`config.mk`:
```
export PLATFORM = sky130hd
export DESIGN_NAME = multdiv_sched
export DESIGN_NICKNAME = d
export VERILOG_FILES = /design/src/rtl/multdiv_sched.sv
export SDC_FILE = /design/constraint.sdc
export NUM_CORES = 1
export LEC_CHECK = 0
export CELL_PAD_IN_SITES_DETAIL_PLACEMENT = 0
export CELL_PAD_IN_SITES_GLOBAL_PLACEMENT = 1
export CORE_MARGIN = 8
export CORE_UTILIZATION = 31
export CTS_BUF_LIST = sky130_fd_sc_hd__clkbuf_8 sky130_fd_sc_hd__clkbuf_16
export DETAILED_ROUTE_END_ITERATION = 10
export PLACE_DENSITY_LB_ADDON = 0.1
export SLEW_MARGIN = 20
export SYNTH_ARGS = -nofsm -noshare
export SYNTH_HDL_FRONTEND = slang
export SYNTH_SLANG_ARGS = --single-unit
```
`constraint.sdc`:
```
create_clock -name clock -period 1.76 [get_ports clock]
set_input_delay 0.44 -clock clock [delete_from_list [all_inputs] [get_ports clock]]
set_output_delay 0.44 -clock clock [all_outputs]
set_load 0.02 [all_outputs]
```
`src/rtl/multdiv_sched.sv`:
```
// multdiv_sched: sequencing controller for the shared iterative multiplier/divider.
// Accepts one op, pulses the unit, waits for md_ready (with timeout), and holds
// the result for writeback until acknowledged. Drives busy/hazard for decode.
// Optional build macro MULTDIV_BYPASS_EN: trivial ops (mult by zero, div by zero)
// skip the unit and complete straight from START.
module multdiv_sched #(
  parameter int MULT_CYCLES = 33,
  parameter int DIV_CYCLES  = 34,
  parameter int SLACK       = 4,
  parameter int CNT_W       = 6
) (
  input  logic        clock,
  input  logic        reset,
  input  logic        req_valid,
  input  logic        req_op,
  input  logic [31:0] req_a,
  input  logic [31:0] req_b,
  input  logic [4:0]  req_rd,
  output logic        req_ready,
  output logic        md_ctrl_mult,
  output logic        md_ctrl_div,
  output logic [31:0] md_opA,
  output logic [31:0] md_opB,
  input  logic [31:0] md_result,
  input  logic        md_exception,
  input  logic        md_ready,
  output logic        wb_valid,
  output logic [4:0]  wb_rd,
  output logic [31:0] wb_data,
  output logic        wb_exc,
  input  logic        wb_ack,
  input  logic [4:0]  src1,
  input  logic [4:0]  src2,
  output logic        busy,
  output logic        hazard,
  output logic        err_timeout
);

  typedef enum logic [1:0] {IDLE, START, BUSY, DONE} state_t;

  // Last counter value before timeout: counter reads k-1 in the k-th BUSY cycle.
  localparam logic [CNT_W-1:0] MULT_LAST = CNT_W'(MULT_CYCLES + SLACK - 1);
  localparam logic [CNT_W-1:0] DIV_LAST  = CNT_W'(DIV_CYCLES + SLACK - 1);

  state_t            state_q, state_d;
  logic [CNT_W-1:0]  cnt_q, cnt_d;
  logic              op_q, op_d;
  logic [31:0]       a_q, a_d;
  logic [31:0]       b_q, b_d;
  logic [4:0]        rd_q, rd_d;
  logic [31:0]       data_q, data_d;
  logic              exc_q, exc_d;
  logic              err_q, err_d;
  logic [CNT_W-1:0]  last_cnt;
  logic              bypass;

  assign last_cnt = op_q ? DIV_LAST : MULT_LAST;

`ifdef MULTDIV_BYPASS_EN
  assign bypass = op_q ? (b_q == 32'd0) : ((a_q == 32'd0) || (b_q == 32'd0));
`else
  assign bypass = 1'b0;
`endif

  assign req_ready    = (state_q == IDLE);
  assign busy         = (state_q != IDLE);
  assign md_ctrl_mult = (state_q == START) & ~op_q & ~bypass;
  assign md_ctrl_div  = (state_q == START) &  op_q & ~bypass;
  assign md_opA       = a_q;
  assign md_opB       = b_q;
  assign wb_valid     = (state_q == DONE);
  assign wb_rd        = rd_q;
  assign wb_data      = data_q;
  assign wb_exc       = exc_q;
  assign err_timeout  = err_q;
  assign hazard       = busy & (rd_q != 5'd0) & ((src1 == rd_q) | (src2 == rd_q));

  // State register and latched operands/results; async active-low reset.
  always_ff @(posedge clock or negedge reset) begin
    if (!reset) begin
      state_q <= IDLE;
      cnt_q   <= '0;
      op_q    <= 1'b0;
      a_q     <= '0;
      b_q     <= '0;
      rd_q    <= '0;
      data_q  <= '0;
      exc_q   <= 1'b0;
      err_q   <= 1'b0;
    end else begin
      state_q <= state_d;
      cnt_q   <= cnt_d;
      op_q    <= op_d;
      a_q     <= a_d;
      b_q     <= b_d;
      rd_q    <= rd_d;
      data_q  <= data_d;
      exc_q   <= exc_d;
      err_q   <= err_d;
    end
  end

  // Next-state logic: accept, pulse, count/timeout, hold until ack.
  always_comb begin
    state_d = state_q;
    cnt_d   = cnt_q;
    op_d    = op_q;
    a_d     = a_q;
    b_d     = b_q;
    rd_d    = rd_q;
    data_d  = data_q;
    exc_d   = exc_q;
    err_d   = err_q;
    case (state_q)
      IDLE: begin
        if (req_valid) begin
          op_d    = req_op;
          a_d     = req_a;
          b_d     = req_b;
          rd_d    = req_rd;
          state_d = START;
        end
      end
      START: begin
        cnt_d = '0;
        if (bypass) begin
          data_d  = 32'd0;
          exc_d   = op_q;
          state_d = DONE;
        end else begin
          state_d = BUSY;
        end
      end
      BUSY: begin
        if (cnt_q != {CNT_W{1'b1}}) cnt_d = cnt_q + CNT_W'(1);
        // md_ready takes priority over a coincident timeout.
        if (md_ready) begin
          data_d  = md_result;
          exc_d   = md_exception;
          state_d = DONE;
        end else if (cnt_q == last_cnt) begin
          data_d  = 32'd0;
          exc_d   = 1'b1;
          err_d   = 1'b1;
          state_d = DONE;
        end
      end
      DONE: begin
        if (wb_ack) state_d = IDLE;
      end
      default: state_d = IDLE;
    endcase
  end

endmodule

```
==> results.yml, run 1 <==
drt:
  dr_total_vias: 3388
  drtPass1Iterations: 4
  wl_mm: 13.4
  via_per_inst: 4.58
  drc: 0
  wire_per_inst_um: 18.1
  antenna_left: 0
  drtIter0Drc: 116
floorplan:
  io_pins: 227
  dieArea_mm2: 0.0184
  core_mm2: 0.0139
  initial_utilization: 0.318
  die_w_um: 136
  die_h_um: 136
  fp-row-count: 43
setup_path:
  r2r_start: "state_q[0]"
  slowest_delay_ns: 0.42
  cp_slowest_cell: "clkdlybuf4s50_1"
  cp.arrival_ns: 1.61
  critPathRequiredTime_ns: 1.32
  worstReg2RegEnd: "cnt_q[3]"
  end_kind: "primary output"
  startpoint_type: "input pin"
  path_delay_family: "buffers and inverters"
  path_cells: "clkdlybuf4s50_1 > xor2_1 > nor3_1 > nand3_1 > a21oi_2 > buf_6"
  crit_type: "input pin to primary output"
  r2r_setup_slack_ns: 0.07
  path_buf_inv: 2
  rr_worst_depth: 7
  crit_fanout: 1
placement:
  placed_cell_area_mm2: 0.00712
  portBuffers: 226
  place_hpwl_mm: 10.5
  dp_cells: 722
  post-place-ws_ns: -0.725
  routabilityCongestion: 0.806
logic_synthesis:
  yosysUniqueCellTypes: 32
  syn_inst: 301
  ys_seq_area_frac: 0.632
  synth.avg_cell_area_um2: 14.7
  ys_warn_count: 0
  synth_top_area_share: 0.632
  synth_edf_count: 0
  synth_area_leaders: "dfrtp_1, mux2_2, a22o_1, ha_1, buf_2"
  synth-main-ff-cell: "dfrtp_1"
  yosysTopAreaCell: "dfrtp_1"
  ys_async_sr_fraction: 1.00
  syn-num-nets: 424
  syn_area_mm2: 0.00443
  ys_ff_latch: 112
timing:
  post-route-min-period_ns: 2.05
  finalMaxSlewViolations: 0
  tightest_slew_ns: 0.533
  setup_tns_ns: -0.288
  max_freq_ghz: 0.488
  fin_worst_skew_ns: 0.00771
  hold_violations: 0
  period_share: 1.16
  rsz0062_at_grt: "yes"
  timing.slew.headroom: 0.644
  fin_ws_ns: -0.288
  setup_viol: 1
cells_and_area:
  stdcell_count: 739
  final_common_cell: "clkdlybuf4s50_1"
  antennaDiodeCount: 0
  drive_above_1_share: 0.254
  final_cell_mix: "clkdlybuf4s50_1, dfrtp_1, dlygate4sd2_1"
  finalNetCount: 678
  postLayoutCellArea_mm2: 0.00741
  syn_to_final_growth_pct: 67.2
flow_run:
  maxCapViolCount: 0
pwr:
  powerDensity_mw_per_mm2: 1800
  p_leak_uw: 0.00351
  ir_drop_mv: 0.806
cts:
  clock_path_buffers: 2
  clk_pin_slew_ns: 0.06
  cts-root-buf: "clkbuf_16"
  cts_tree: "done"
  clk_latency_ns: 0.35
  htree_levels: 3
  cts_buffers: 9
  clock_sinks: 112
worst_hold_path:
  hp-class: "input pin to async pin"
global_route:
  track_usage: 0.145
  gr-total-overflow: 0
  antenna_found_initial: 0
  grt_pass1_wl_mm: 20.7
  grt_max_degree: 39
  grt_pass1_vias: 3684
status:
  outcome: "finished, violations left"
  violations: "negative setup slack"
==> cell families after synthesis <==
logic type      synth area share
compound gates            0.0853
simple gates              0.0376
xor+xnor                  0.0217
flops                      0.632
buf+inv                   0.0251
mux                        0.184
fa+ha+maj                 0.0141
==> Yosys cell counts (2+ instances only) <==
cell	n
a22o_1	32
a21oi_1	4
buf_4	3
ha_1	5
xor2_1	6
mux2_2	71
dfrtp_1	112
buf_2	11
o21ai_0	3
inv_1	9
xnor2_1	5
nor2b_1	3
nand3_1	7
nor3_1	8
nand2_1	4
nor2_1	2
==> where the power goes <==
group | leakage, uW | switching [uW] | internal, uW
registers | 0.00136 | 670 | 3830
logic | 0.00199 | 3410 | 3250
clock network | 0.000163 | 878 | 1310
total | 0.00351 | 4960 | 8380
==> cell type report <==
cell class / count / area (um^2)
clock buffers: 11 / 253
clock inverters: 4 / 68.8
fillers: 1223 / 6520
inverters: 9 / 33.8
multi-input cells: 166 / 1580
flip-flops and latches: 112 / 2800
well taps: 180 / 225
repair buffers: 257 / 2440
==> repair_timing <==
item,in CTS,in global routing
hold buffers,0,0
pin swaps,4,4
resized for setup,136,19
endpoints found under the setup margin,101,19
setup buffers,2,0
==> how the worst max path moves through the flow <==
stage	start	to	slack [ns]	cells after the start
after floorplan	state_q[0]	hazard	0.02	5
after global placement	src1[3]	hazard	-0.74	6
after detailed placement	src2[3]	hazard	-0.72	6
after CTS	wb_rd[1]	hazard	-0.30	4
after global routing	wb_rd[1]	hazard	-0.35	6
final	src2[3]	hazard	-0.29	6
==> sequential cells by signal (all words and copies together) (netlist names) <==
register and count:
err_timeout 1, wb_exc 1, md_opA 32, op_q 1, cnt_q 6, wb_data 32
state_q 2, md_opB 32, wb_rd 5
==> metal layers <==
| layer | wire [um] | share of wire | track usage | vias to the layer above |
|---|---|---|---|---|
| met5 | 0 | 0 | 0 | - |
| met4 | 148 | 0.011 | 0.0518 | 0 |
| met3 | 1630 | 0.12 | 0.0731 | 12 |
| met2 | 6330 | 0.47 | 0.227 | 148 |
| met1 | 5290 | 0.39 | 0.167 | 1630 |
| li1 | - | - | - | 1598 |
==> stage by stage <==
| stage | hold slack, ns | utilization | total power [uW] |
|---|---|---|---|
| 2_1_floorplan | 0.144 | - | 8140 |
| 3_3_place_gp | 0.451 | 0.511 | 11900 |
| 3_5_place_dp | 0.454 | 0.511 | 12000 |
| 4_1_cts | 0.0762 | 0.528 | 13600 |
| 5_1_grt | 0.0900 | 0.532 | 14200 |
| 6_report | 0.0623 | 0.532 | 13300 |
No activity file was read; power rests on OpenSTA's default activity.
==> run 2, diff against run 1 <==
--- a/config.mk
+++ b/config.mk
@@ -11,7 +11,8 @@
 export CORE_UTILIZATION = 31
 export CTS_BUF_LIST = sky130_fd_sc_hd__clkbuf_8 sky130_fd_sc_hd__clkbuf_16
 export DETAILED_ROUTE_END_ITERATION = 10
-export PLACE_DENSITY_LB_ADDON = 0.1
+export GPL_TIMING_DRIVEN = 0
+export PLACE_DENSITY_LB_ADDON = 0.2
 export SLEW_MARGIN = 20
 export SYNTH_ARGS = -nofsm -noshare
 export SYNTH_HDL_FRONTEND = slang
==> run 2 against run 1 <==
The run still ends with negative setup slack left. Largest power group unchanged. Critical path depth down 2. Clock power is 15% lower. Hold slack improved by 0.41 ns. Final area fell by 1.4%. Highest routed layer unchanged. Total power fell by 3.0%. Via count about the same. Worst setup slack improved by 0.017 ns. Routed wire length shrank 0.60%.
==> results.yml, run 2 (same netlist as run 1, synthesis figures left out) <==
status:
  outcome: "finished, violations left"
  violations: "negative setup slack"
timing:
  hold_violations: 0
  fin_worst_skew_ns: 0.00479
  post-route-min-period_ns: 2.03
  tightest_slew_ns: 0.384
  setup_tns_ns: -0.277
  rsz0062_at_grt: "yes"
  finalMaxSlewViolations: 0
  max_freq_ghz: 0.492
  setup_viol: 2
  fin_ws_ns: -0.271
  timing.slew.headroom: 0.744
  period_share: 1.15
cells_and_area:
  fillCellCount: 1262
  utilization: 0.524
  syn_to_final_growth_pct: 64.8
  drive_above_1_share: 0.250
  finalNetCount: 670
  final_common_cell: "clkdlybuf4s50_1"
  final_cell_mix: "clkdlybuf4s50_1, dfrtp_1, dlygate4sd2_1"
  antennaDiodeCount: 0
floorplan:
  die_h_um: 136
  die_w_um: 136
  io_pins: 227
  fp-row-count: 43
  core_mm2: 0.0139
  initial_utilization: 0.318
  dieArea_mm2: 0.0184
cts:
  clock_sinks: 112
  cts_buffers: 9
  cts_tree: "done"
  cts-root-buf: "clkbuf_16"
  clock_path_buffers: 2
  clk_pin_slew_ns: 0.07
  htree_levels: 3
  clk_latency_ns: 0.34
setup_path:
  crit_start: "wb_rd[1]"
  crit_type: "flop to primary output"
  r2r_start: "cnt_q[0]"
  startpoint_type: "flop"
  crit_path_end: "hazard"
  end_kind: "primary output"
  rr_worst_depth: 5
  r2r_setup_slack_ns: 0.08
  worstReg2RegEnd: "cnt_q[5]"
  critPathRequiredTime_ns: 1.32
  crit_fanout: 4
  cp.arrival_ns: 1.59
drt:
  drtIter0Drc: 111
  wl_mm: 13.3
  wire_per_inst_um: 18.3
  drc: 0
  dr_total_vias: 3389
  via_per_inst: 4.65
  antenna_left: 0
  drtPass1Iterations: 4
placement:
  portBuffers: 226
  place_hpwl_mm: 10.2
  routabilityCongestion: 0.726
global_route:
  grt_max_degree: 77
  gr-total-overflow: 0
  antenna_found_initial: 0
  track_usage: 0.144
  grt_pass1_wl_mm: 20.6
  grt_pass1_vias: 3717
pwr:
  ir_drop_mv: 0.783
  clkPwrFrac: 0.144
  p_seq_frac: 0.350
  powerDensity_mw_per_mm2: 1770
  p_sw_uw: 4970
  p_leak_uw: 0.00348
  p_comb_frac: 0.506
  p_int_uw: 7970
  total_power_uw: 12900
  power_switching_share: 0.384
worst_hold_path:
  hp-class: "flop to flop"
flow_run:
  maxCapViolCount: 0
run 2: worst min-delay path by stage:
stage | from | end | slack (ns) | cells after the start
floorplan | reset | cnt_q[0] | 0.14 | 0
global placement | err_timeout | err_timeout | 0.45 | 1
detailed placement | reset | wb_data[22] | 0.36 | 1
CTS | err_timeout | err_timeout | 0.48 | 1
global route | err_timeout | err_timeout | 0.51 | 1
finish | err_timeout | err_timeout | 0.47 | 1
run 2: layout make-up:
| class | count | area (um^2) | share of cell area |
|---|---|---|---|
| plain buffers | 14 | 87.6 | 0.0120 |
| clock buffers | 10 | 239 | 0.0327 |
| clock inverters | 3 | 21.3 | 0.00291 |
| inverters | 9 | 43.8 | 0.00600 |
| multi-input cells | 166 | 1590 | 0.217 |
| flip-flops and latches | 112 | 2810 | 0.384 |
| well taps | 180 | 225 | 0.0308 |
| repair buffers | 235 | 2290 | 0.314 |
run 2: worst max-delay path, stage by stage (launching register included):
cell and delay [ns]:
dfrtp_2 0.43, or4_4 0.52, o21ai_2 0.13, a21oi_2 0.04, buf_6 0.13
run 2: timing repair:
item                                   CTS  global route
pin swaps                                2             6
hold buffers                             1             0
endpoints found under the hold margin    7             0
gates cloned                             0             0
resized for setup                      135            31
setup endpoints to repair              194            52
buffers inserted                         5             2
run 2: stage by stage:
step                worst slack [ns]  instances  hold slack, ns  instance area [um^2]
global route                  -0.333        729           0.506                  7300
finish                        -0.271        729           0.469                  7300
global placement               -4.18        707           0.450                  6920
floorplan                     0.0153        301           0.144                  4440
CTS                           -0.322        727           0.479                  7210
detailed placement            -0.785        708           0.364                  6950
run 2: routing by layer:
layer | wire length [um] | vias up | track usage | part of all wire
met5 | 0 | - | 0 | 0
met4 | 262 | 0 | 0.0574 | 0.020
met3 | 1720 | 13 | 0.0816 | 0.13
met2 | 6070 | 156 | 0.219 | 0.46
met1 | 5270 | 1643 | 0.163 | 0.40
li1 | - | 1577 | - | -
run 2: power groups by stage:
| stage | clock network (uW) | registers [uW] | logic [uW] |
|---|---|---|---|
| after global placement | 0 | 4560 | 6970 |
| final | 1860 | 4530 | 6540 |
| after CTS | 1940 | 4540 | 6600 |
| after global routing | 2040 | 4720 | 7040 |
| after detailed placement | 0 | 4610 | 7020 |
| after floorplan | 0 | 5990 | 2160 |
==> run 3, diff against run 2 <==
--- a/config.mk
+++ b/config.mk
@@ -13,6 +13,7 @@
 export DETAILED_ROUTE_END_ITERATION = 10
 export GPL_TIMING_DRIVEN = 0
 export PLACE_DENSITY_LB_ADDON = 0.2
+export RECOVER_POWER = 50
 export SLEW_MARGIN = 20
 export SYNTH_ARGS = -nofsm -noshare
 export SYNTH_HDL_FRONTEND = slang
==> run 3 against run 2 <==
Final area decreased by 2.2%. Sequential power about the same. The run still ends with negative setup slack left. Non-clock buffer count stayed put. Routed wire length grew 0.13%. Critical endpoint unchanged. Total power shrank 1.7%. Via count about the same. Count of clock-buffer cells in the layout unchanged. Largest power group unchanged.
==> results.yml, run 3 (same netlist as run 1, synthesis figures left out) <==
status:
  outcome: "finished, violations left"
  violations: "negative setup slack"
global_route:
  track_usage: 0.144
  antenna_found_initial: 0
  grt_max_degree: 77
  grt_pass1_vias: 3717
  gr-total-overflow: 0
  grt_pass1_wl_mm: 20.6
setup_path:
  startpoint_type: "flop"
  cp.arrival_ns: 1.59
  worstReg2RegEnd: "cnt_q[3]"
  r2r_start: "state_q[1]"
  critPathRequiredTime_ns: 1.32
  crit_type: "flop to primary output"
  r2r_setup_slack_ns: -0.19
  end_kind: "primary output"
  rr_worst_depth: 7
  crit_fanout: 4
pwr:
  p_leak_uw: 0.00325
  powerDensity_mw_per_mm2: 1780
  ir_drop_mv: 0.783
timing:
  max_freq_ghz: 0.493
  fin_worst_skew_ns: 0.00600
  setup_viol: 99
  timing.slew.headroom: 0.324
  period_share: 1.15
  hold_violations: 0
  whs_ns: 0.470
  post-route-min-period_ns: 2.03
  fin_ws_ns: -0.270
  rsz0062_at_grt: "yes"
  finalMaxSlewViolations: 0
  tightest_slew_ns: 1.01
cts:
  clk_latency_ns: 0.34
  clock_path_buffers: 2
  clk_pin_slew_ns: 0.07
  cts_buffers: 9
  htree_levels: 3
  cts_tree: "done"
  clock_sinks: 112
  cts-root-buf: "clkbuf_16"
drt:
  dr_total_vias: 3387
  drtPass1Iterations: 4
  drtIter0Drc: 111
  antenna_left: 0
  wl_mm: 13.3
  wire_per_inst_um: 18.3
  via_per_inst: 4.65
  drc: 0
floorplan:
  die_w_um: 136
  dieArea_mm2: 0.0184
  initial_utilization: 0.318
  core_mm2: 0.0139
  io_pins: 227
  die_h_um: 136
  fp-row-count: 43
cells_and_area:
  drive_above_1_share: 0.244
  fillCellCount: 1294
  regArea_mm2: 0.00281
  syn_to_final_growth_pct: 61.2
  postLayoutCellArea_mm2: 0.00714
  multi_input_area_mm2: 0.00159
  stdcell_count: 729
  antennaDiodeCount: 0
  final_common_cell: "clkdlybuf4s50_1"
  utilization: 0.513
  finalNetCount: 670
  final_cell_mix: "clkdlybuf4s50_1, dfrtp_1, dlygate4sd2_1"
placement:
  place_hpwl_mm: 10.2
  post-place-ws_ns: -0.785
  dp_cells: 708
  placed_cell_area_mm2: 0.00695
  portBuffers: 226
  routabilityCongestion: 0.726
worst_hold_path:
  hold_depth: 1
  min_from: "err_timeout"
  hp-class: "flop to flop"
  whs_endpoint: "err_timeout"
flow_run:
  maxCapViolCount: 0
==> run 3: cell types whose count changed in the layout (fill, tap and decap cells not counted) <==
cell	delta
dlymetal6s2s_1	-16
inv_1	+1
nand2_2	-1
buf_6	-2
inv_6	-1
clkbuf_1	+17
clkbuf_2	+1
nand2_1	+1
==> run 3: report_power, final <==
part	total, uW	switching [uW]	internal [uW]
clock network	1860	887	976
logic	6310	3370	2940
registers	4540	705	3830
total	12700	4960	7750
==> run 3: worst max path at each step <==
stage | start | endpoint | slack (ns)
finish | wb_rd[1] | hazard | -0.27
global route | wb_rd[4] | hazard | -0.33
CTS | wb_rd[1] | hazard | -0.32
detailed placement | src2[3] | hazard | -0.79
global placement | reset | md_opA[9] | -4.18
floorplan | state_q[0] | hazard | 0.02
==> run 3: cell type report <==
type,instances,area share
buffer,14,0.0123
timing repair buffer,235,0.299
inverter,9,0.00543
clock buffer,10,0.0335
multi-input combinational,166,0.222
sequential,112,0.393
clock inverter,3,0.00298
tap,180,0.0315
==> run 3: per-layer routing <==
layer | up-vias | global-route usage | wire, um
met2 | 159 | 0.219 | 6010
met4 | 0 | 0.0574 | 263
met3 | 13 | 0.0816 | 1680
met5 | - | 0 | 0
met1 | 1640 | 0.163 | 5390
li1 | 1575 | - | -
==> run 3: critical path, stage by stage, from the launching register on <==
cell	delay, ns
dfrtp_2	0.43
or4_4	0.52
o21ai_2	0.13
a21oi_2	0.04
buf_6	0.13
==> run 3: per-stage QoR <==
stage | TNS, ns | total power, uW
2_1_floorplan | 0 | 8140
4_1_cts | -0.393 | 13100
5_1_grt | -27.38 | 13600
6_report | -5.27 | 12700
3_5_place_dp | -20.34 | 11600
3_3_place_gp | -489.87 | 11500
==> run 3: repair_timing <==
| action | 4_1_cts | 5_1_grt |
|---|---|---|
| pin swaps | 2 | 6 |
| hold buffers | 1 | 0 |
| setup endpoints to repair | 194 | 52 |
| gates resized for setup | 135 | 31 |
| buffers inserted | 5 | 2 |
| hold endpoints to repair | 7 | 0 |
